`config.mk`:
```
export PLATFORM = sky130hd
export DESIGN_NAME = datapath_ctrl
export DESIGN_NICKNAME = d
export VERILOG_FILES = /design/src/rtl/datapath_ctrl_pkg.sv /design/src/rtl/datapath_ctrl_dec_onehot.sv /design/src/rtl/datapath_ctrl.sv
export SDC_FILE = /design/constraint.sdc
export NUM_CORES = 1
export LEC_CHECK = 0
export CELL_PAD_IN_SITES_DETAIL_PLACEMENT = 0
export CELL_PAD_IN_SITES_GLOBAL_PLACEMENT = 1
export CORE_ASPECT_RATIO = 1.1
export CORE_MARGIN = 4
export CORE_UTILIZATION = 25
export DETAILED_ROUTE_END_ITERATION = 10
export MAX_ROUTING_LAYER = met4
export PLACE_DENSITY = 0.77
export SYNTH_ARGS = -nofsm -noshare
export SYNTH_HDL_FRONTEND = slang
export SYNTH_SLANG_ARGS = --single-unit
```
`constraint.sdc`:
```
create_clock -name clk -period 1.53 [get_ports clk]
set_input_delay 0.2295 -clock clk [delete_from_list [all_inputs] [get_ports clk]]
set_output_delay 0.2295 -clock clk [all_outputs]
set_load 0.01 [all_outputs]
```
`src/rtl/datapath_ctrl_pkg.sv`:
```
// -----------------------------------------------------------------------------
// datapath_ctrl_pkg
// Shared definitions for the datapath sequencer: opcode values, FSM state
// encoding, ALU select values, instruction field positions and a small opcode
// classification helper.
// -----------------------------------------------------------------------------
package datapath_ctrl_pkg;

  // Instruction layout: {op[8:6], rx[5:3], ry[2:0]}
  localparam int INSTR_REG_SEL_W = 3;
  localparam int INSTR_OP_W      = 3;
  localparam int RY_LSB          = 0;
  localparam int RX_LSB          = 3;
  localparam int OP_LSB          = 6;

  // Opcodes; 100..111 are unsupported
  localparam logic [2:0] OP_MV  = 3'b000;
  localparam logic [2:0] OP_MVI = 3'b001;
  localparam logic [2:0] OP_ADD = 3'b010;
  localparam logic [2:0] OP_SUB = 3'b011;

  // ALU operation select
  localparam logic ALU_ADD = 1'b0;
  localparam logic ALU_SUB = 1'b1;

  // Sequencer states
  typedef enum logic [1:0] {
    S_IDLE = 2'd0,
    S_T1   = 2'd1,
    S_T2   = 2'd2,
    S_T3   = 2'd3
  } state_t;

  // True for the two opcodes that need the three-step ALU sequence
  function automatic logic is_arith(input logic [2:0] op);
    return (op == OP_ADD) || (op == OP_SUB);
  endfunction

endpackage

```
`src/rtl/datapath_ctrl_dec_onehot.sv`:
```
// -----------------------------------------------------------------------------
// dec_onehot
// Binary-to-one-hot decoder with enable. When en is low the output is all
// zeros, so a disabled decoder never selects a register.
//   en     : decode enable
//   sel    : binary select, SEL_W bits
//   onehot : one-hot (or zero) result, 2**SEL_W bits
// -----------------------------------------------------------------------------
module dec_onehot #(
  parameter int SEL_W = 3
) (
  input  logic                  en,
  input  logic [SEL_W-1:0]      sel,
  output logic [2**SEL_W-1:0]   onehot
);

  // Decode sel into a single set bit, gated by en
  always_comb begin
    onehot = {(2**SEL_W){1'b0}};
    if (en) begin
      onehot[sel] = 1'b1;
    end else begin
      onehot = {(2**SEL_W){1'b0}};
    end
  end

endmodule

```
`src/rtl/datapath_ctrl.sv`:
```
// -----------------------------------------------------------------------------
// datapath_ctrl
// Multi-cycle sequencer for the 8-register / ALU / G-register datapath that
// shares one 16-bit bus. One instruction is accepted per run handshake in
// IDLE; every datapath enable is then driven cycle by cycle until done.
// All enables decode combinationally from the state and instruction
// registers, so an asynchronous reset clears them without waiting for a clock.
//   clk, reset   : clock, asynchronous active-high reset
//   run, instr   : start request and {op, rx, ry}, sampled only in IDLE
//   busy, done   : sequencer active / final-cycle pulse
//   illegal      : pulses with done for unsupported opcodes
//   ext_data_en, reg_out_en, alu_out_en : bus drivers (at most one active)
//   reg_in_en, alu_reg_en, g_reg_en     : register load enables
//   alu_sel      : 0 add, 1 sub (only meaningful in T2)
// -----------------------------------------------------------------------------
module datapath_ctrl
  import datapath_ctrl_pkg::*;
#(
  parameter int REG_SEL_W = INSTR_REG_SEL_W,
  parameter int OP_W      = INSTR_OP_W
) (
  input  logic                          clk,
  input  logic                          reset,
  input  logic                          run,
  input  logic [OP_W+2*REG_SEL_W-1:0]   instr,
  output logic                          busy,
  output logic                          done,
  output logic                          illegal,
  output logic                          ext_data_en,
  output logic [2**REG_SEL_W-1:0]       reg_in_en,
  output logic [2**REG_SEL_W-1:0]       reg_out_en,
  output logic                          alu_reg_en,
  output logic                          alu_sel,
  output logic                          alu_out_en,
  output logic                          g_reg_en
);

  state_t                         state_r;
  logic [OP_W+2*REG_SEL_W-1:0]    ir_r;

  logic [OP_W-1:0]                op_s;
  logic [REG_SEL_W-1:0]           rx_s;
  logic [REG_SEL_W-1:0]           ry_s;
  logic                           in_en_s;
  logic                           out_en_s;
  logic [REG_SEL_W-1:0]           out_sel_s;

  assign op_s = ir_r[OP_LSB +: OP_W];
  assign rx_s = ir_r[RX_LSB +: REG_SEL_W];
  assign ry_s = ir_r[RY_LSB +: REG_SEL_W];

  // Sequencer state and instruction register; IR only loads on acceptance
  always_ff @(posedge clk or posedge reset) begin
    if (reset) begin
      state_r <= S_IDLE;
      ir_r    <= {(OP_W+2*REG_SEL_W){1'b0}};
    end else begin
      case (state_r)
        S_IDLE: begin
          if (run) begin
            ir_r    <= instr;
            state_r <= S_T1;
          end else begin
            state_r <= S_IDLE;
          end
        end
        S_T1: begin
          if (is_arith(op_s)) begin
            state_r <= S_T2;
          end else begin
            state_r <= S_IDLE;
          end
        end
        S_T2:    state_r <= S_T3;
        S_T3:    state_r <= S_IDLE;
        default: state_r <= S_IDLE;
      endcase
    end
  end

  // Per-state enable decode; every path leaves at most one bus driver active
  always_comb begin
    done        = 1'b0;
    illegal     = 1'b0;
    ext_data_en = 1'b0;
    alu_reg_en  = 1'b0;
    alu_sel     = ALU_ADD;
    alu_out_en  = 1'b0;
    g_reg_en    = 1'b0;
    in_en_s     = 1'b0;
    out_en_s    = 1'b0;
    out_sel_s   = ry_s;
    case (state_r)
      S_T1: begin
        case (op_s)
          OP_MV: begin
            out_en_s = 1'b1;
            in_en_s  = 1'b1;
            done     = 1'b1;
          end
          OP_MVI: begin
            ext_data_en = 1'b1;
            in_en_s     = 1'b1;
            done        = 1'b1;
          end
          OP_ADD, OP_SUB: begin
            // First operand (rx) is latched into the ALU A register
            out_sel_s  = rx_s;
            out_en_s   = 1'b1;
            alu_reg_en = 1'b1;
          end
          default: begin
            done    = 1'b1;
            illegal = 1'b1;
          end
        endcase
      end
      S_T2: begin
        out_en_s = 1'b1;
        g_reg_en = 1'b1;
        alu_sel  = (op_s == OP_SUB) ? ALU_SUB : ALU_ADD;
      end
      S_T3: begin
        alu_out_en = 1'b1;
        in_en_s    = 1'b1;
        done       = 1'b1;
      end
      default: begin
        done = 1'b0;
      end
    endcase
  end

  assign busy = (state_r != S_IDLE);

  dec_onehot #(.SEL_W(REG_SEL_W)) u_in_dec (
    .en     (in_en_s),
    .sel    (rx_s),
    .onehot (reg_in_en)
  );

  dec_onehot #(.SEL_W(REG_SEL_W)) u_out_dec (
    .en     (out_en_s),
    .sel    (out_sel_s),
    .onehot (reg_out_en)
  );

endmodule

```
==> metrics.csv <==
stage;metric;value;unit
run_status;status;finished, violations left;
run_status;failing checks;negative setup slack;
finish;final core occ;59.91;%
synthesis;Yosys top cell by area;dfrtp_1;
sta;Worst slew margin;69.84;%
finish;layout net count;173;
cts;CTS tree;built;
sta;Tmin final;2.060;ns
die;Initial Util;26.09;%
global_routing;largest net degree at the start of global routing;12;
worst_hold_path;Hold WC Path Type;in -> async;
cts;CTS Buf Count;3;
setup_path;R2R setup slack;0.07;ns
placed_design;Placer Congestion;0.7364;
drt;WL/cell;13.78;um
drt;DRT antenna net count;0;
synthesis;Post-Syn Instances;73;
synthesis;count leader, synth;nor2_1;
cts;clock root buffer;clkbuf_4;
synthesis;syn_area_per_cell;9.838;um2
synthesis;Cell variety after synth;18;
die;Die ar.;0.003795;mm2
pwr;P per Cell Area;1957;mW/mm2
sta;final worst-path cycle share;134.6;%
cts;CTS Hold Bufs;0;
global_routing;vias in the first global route;877;
global_routing;first-pass GRT wire length;4.112;mm
setup_path;CP startpoint kind;register;
placed_design;DP HPWL;1.758;mm
synthesis;Synth Flop Type;dfrtp_1;
synthesis;Synth Warn #;0;
sta;Setup violations, final;22;
global_routing;total congestion overflow;0;
synthesis;part of the Yosys area used for sequential elements;38.33;%
setup_path;crit-path max FO;5;
global_routing;antenna violations before repair;0;
cts;depth of the CTS H-tree;1;
synthesis;post-synth top area share;38.33;%
placed_design;IO Port Bufs;35;
setup_path;CP Capture Type;output pin;
cts;Worst-Skew Late Latency;0.27;ns
setup_path;CP Class;reg -> out;
sta;final worst slack;-0.5298;ns
pwr;Leak;0.8010;nW
drt;DRC violations left;0;
finish;n_diodes;0;
synthesis;number of flops mapped to enable cells by yosys;0;
die;Site Rows;20;
finish;Fillers;258;
sta;Max Clock Freq;485.5;MHz
drt;Vias;826;
global_routing;Tot GR Track Use;14.79;%
drt;First-pass DRT Iterations;4;
synthesis;Post-Synthesis Cell Area;718.2;um2
die;Die X-Extent;59.11;um
synthesis;FFs w/ async S/R, synth;100.0;%
sta;Worst Max-Slew Pin Slew;0.4519;ns
sta;unrepaired setup endpoints after global routing;true;
cts;clock-pin slew on the worst setup and hold paths;0.07;ns
sta;Hold Vio Cnt, Final;0;
finish;Area Growth Syn to Fin;129.6;%
pwr;VDD IR max;1.118;mV
cts;CTS max path bufs;2;
synthesis;FF+latch count, synth;11;
setup_path;CP required;1.30;ns
synthesis;Commonest cells post-synth;nor2_1 (13), dfrtp_1 (11), mux2_2 (10), inv_1 (6);
sta;Worst Skew;0.001109;ns
die;Floorplan Core Area;0.002753;mm2
drt;number of DRC markers in iteration 0;9;
die;Die Height;64.22;um
cts;CTS Sinks;11;
synthesis;largest cells by area after synthesis;dfrtp_1 (38%), mux2_2 (16%), ha_1 (8.7%);
die;io pins;36;
flow_run;Max-Cap Viols;0;
synthesis;Mapped Nets;90;
sta;Final Max Tran Viols;0;
placed_design;worst slack at placement;-0.6554;ns
finish;ratio of cells with drive above 1 in the final layout;72.26;%
drt;vias per cell;4.394;
drt;Routed WL;2.591;mm
setup_path;CP Data Arrival Time;1.83;ns
per-layer routing:
metal	wire, um	vias up	track usage, %
met2	1421	23	24.31
li1	-	408	-
met1	1030	393	17.69
met4	19	0	5.949
met3	120	2	2.424
met5	0	-	-
power breakdown:
part	internal (mW)	switching, mW
Combinational	1.43	0.996
Sequential	0.439	0.160
Clock	0.101	0.0998
what timing repair did:
item,4_1_cts,5_1_grt
gates cloned,0,0
pin swaps,12,6
endpoints found under the hold margin,0,0
buffers inserted,20,5
gates resized for setup,119,24
endpoints found under the setup margin,24,29
worst paths after layout:
check / from / endpoint / cells past startpoint
min reg2reg: ir_r[0] / ir_r[0] / 1
min in group clk: ir_r[0] / ir_r[0] / 1
max in group asynchronous: reset / state_r[0] / 2
min: reset / ir_r[4] / 2
max: register / reg_out_en[7] / 9
max reg2reg: state_r[0] / ir_r[5] / 6
critical path, stage by stage, from the launching register on:
cell and delay, ns:
dfrtp_1 0.39, inv_2 0.09, ha_4 0.15, nand3b_4 0.12, buf_6 0.15, mux2i_4 0.18
buf_6 0.13, buf_6 0.11, nor3_2 0.09, buf_2 0.15
sequential cells by signal, summed over array words and instances, names as in the netlist, named ones only:
name	flops
state_r	1
ir_r	9
cells in the final DEF, fill, tap and decap left out, drive strengths merged:
cell type / instances
a31o: 1
nand3b: 2
clkdlybuf4s50: 11
o21bai: 1
nor3: 4
nand2: 5
mux2i: 4
and2: 2
mux2: 10
nand2b: 5
nor3b: 1
ha: 5
dfrtp: 11
nand3: 1
a21o: 1
buf: 67
o21ai: 1
nor2: 13
clkbuf: 4
inv: 6
cells by family (layout without fill, tap and decap cells):
family | count (synthesis) | after routing | synth area share, %
simple gates | 33 | 33 | 24.57
mux | 14 | 14 | 21.25
flops | 11 | 11 | 38.33
buf+inv | 6 | 88 | 3.136
fa+ha+maj | 5 | 5 | 8.711
compound gates | 4 | 4 | 4.007
layout make-up:
cell class	count	area [um2]	share of cell area, %
Timing Repair Buffer	78	666.9	40.44
Multi-Input combinational cell	56	614.3	37.25
Sequential cell	11	275.3	16.69
Tap cell	33	41.29	2.504
Clock buffer	4	26.28	1.593
Inverter	6	25.02	1.517
stage by stage:
step | instances | instance area (um2) | total power [mW] | hold WS (ns) | TNS [ns]
after floorplan | 73 | 814.5 | 1.535 | 0.08194 | -0.6359
after global placement | 162 | 1376 | 2.317 | 0.4944 | -9.827
after detailed placement | 162 | 1376 | 2.355 | 0.5133 | -10.42
after CTS | 184 | 1554 | 2.969 | 0.2577 | -7.631
after global routing | 188 | 1649 | 3.461 | 0.2811 | -10.42
final | 188 | 1649 | 3.228 | 0.2598 | -8.200
Power figures use the tool's default switching activity.
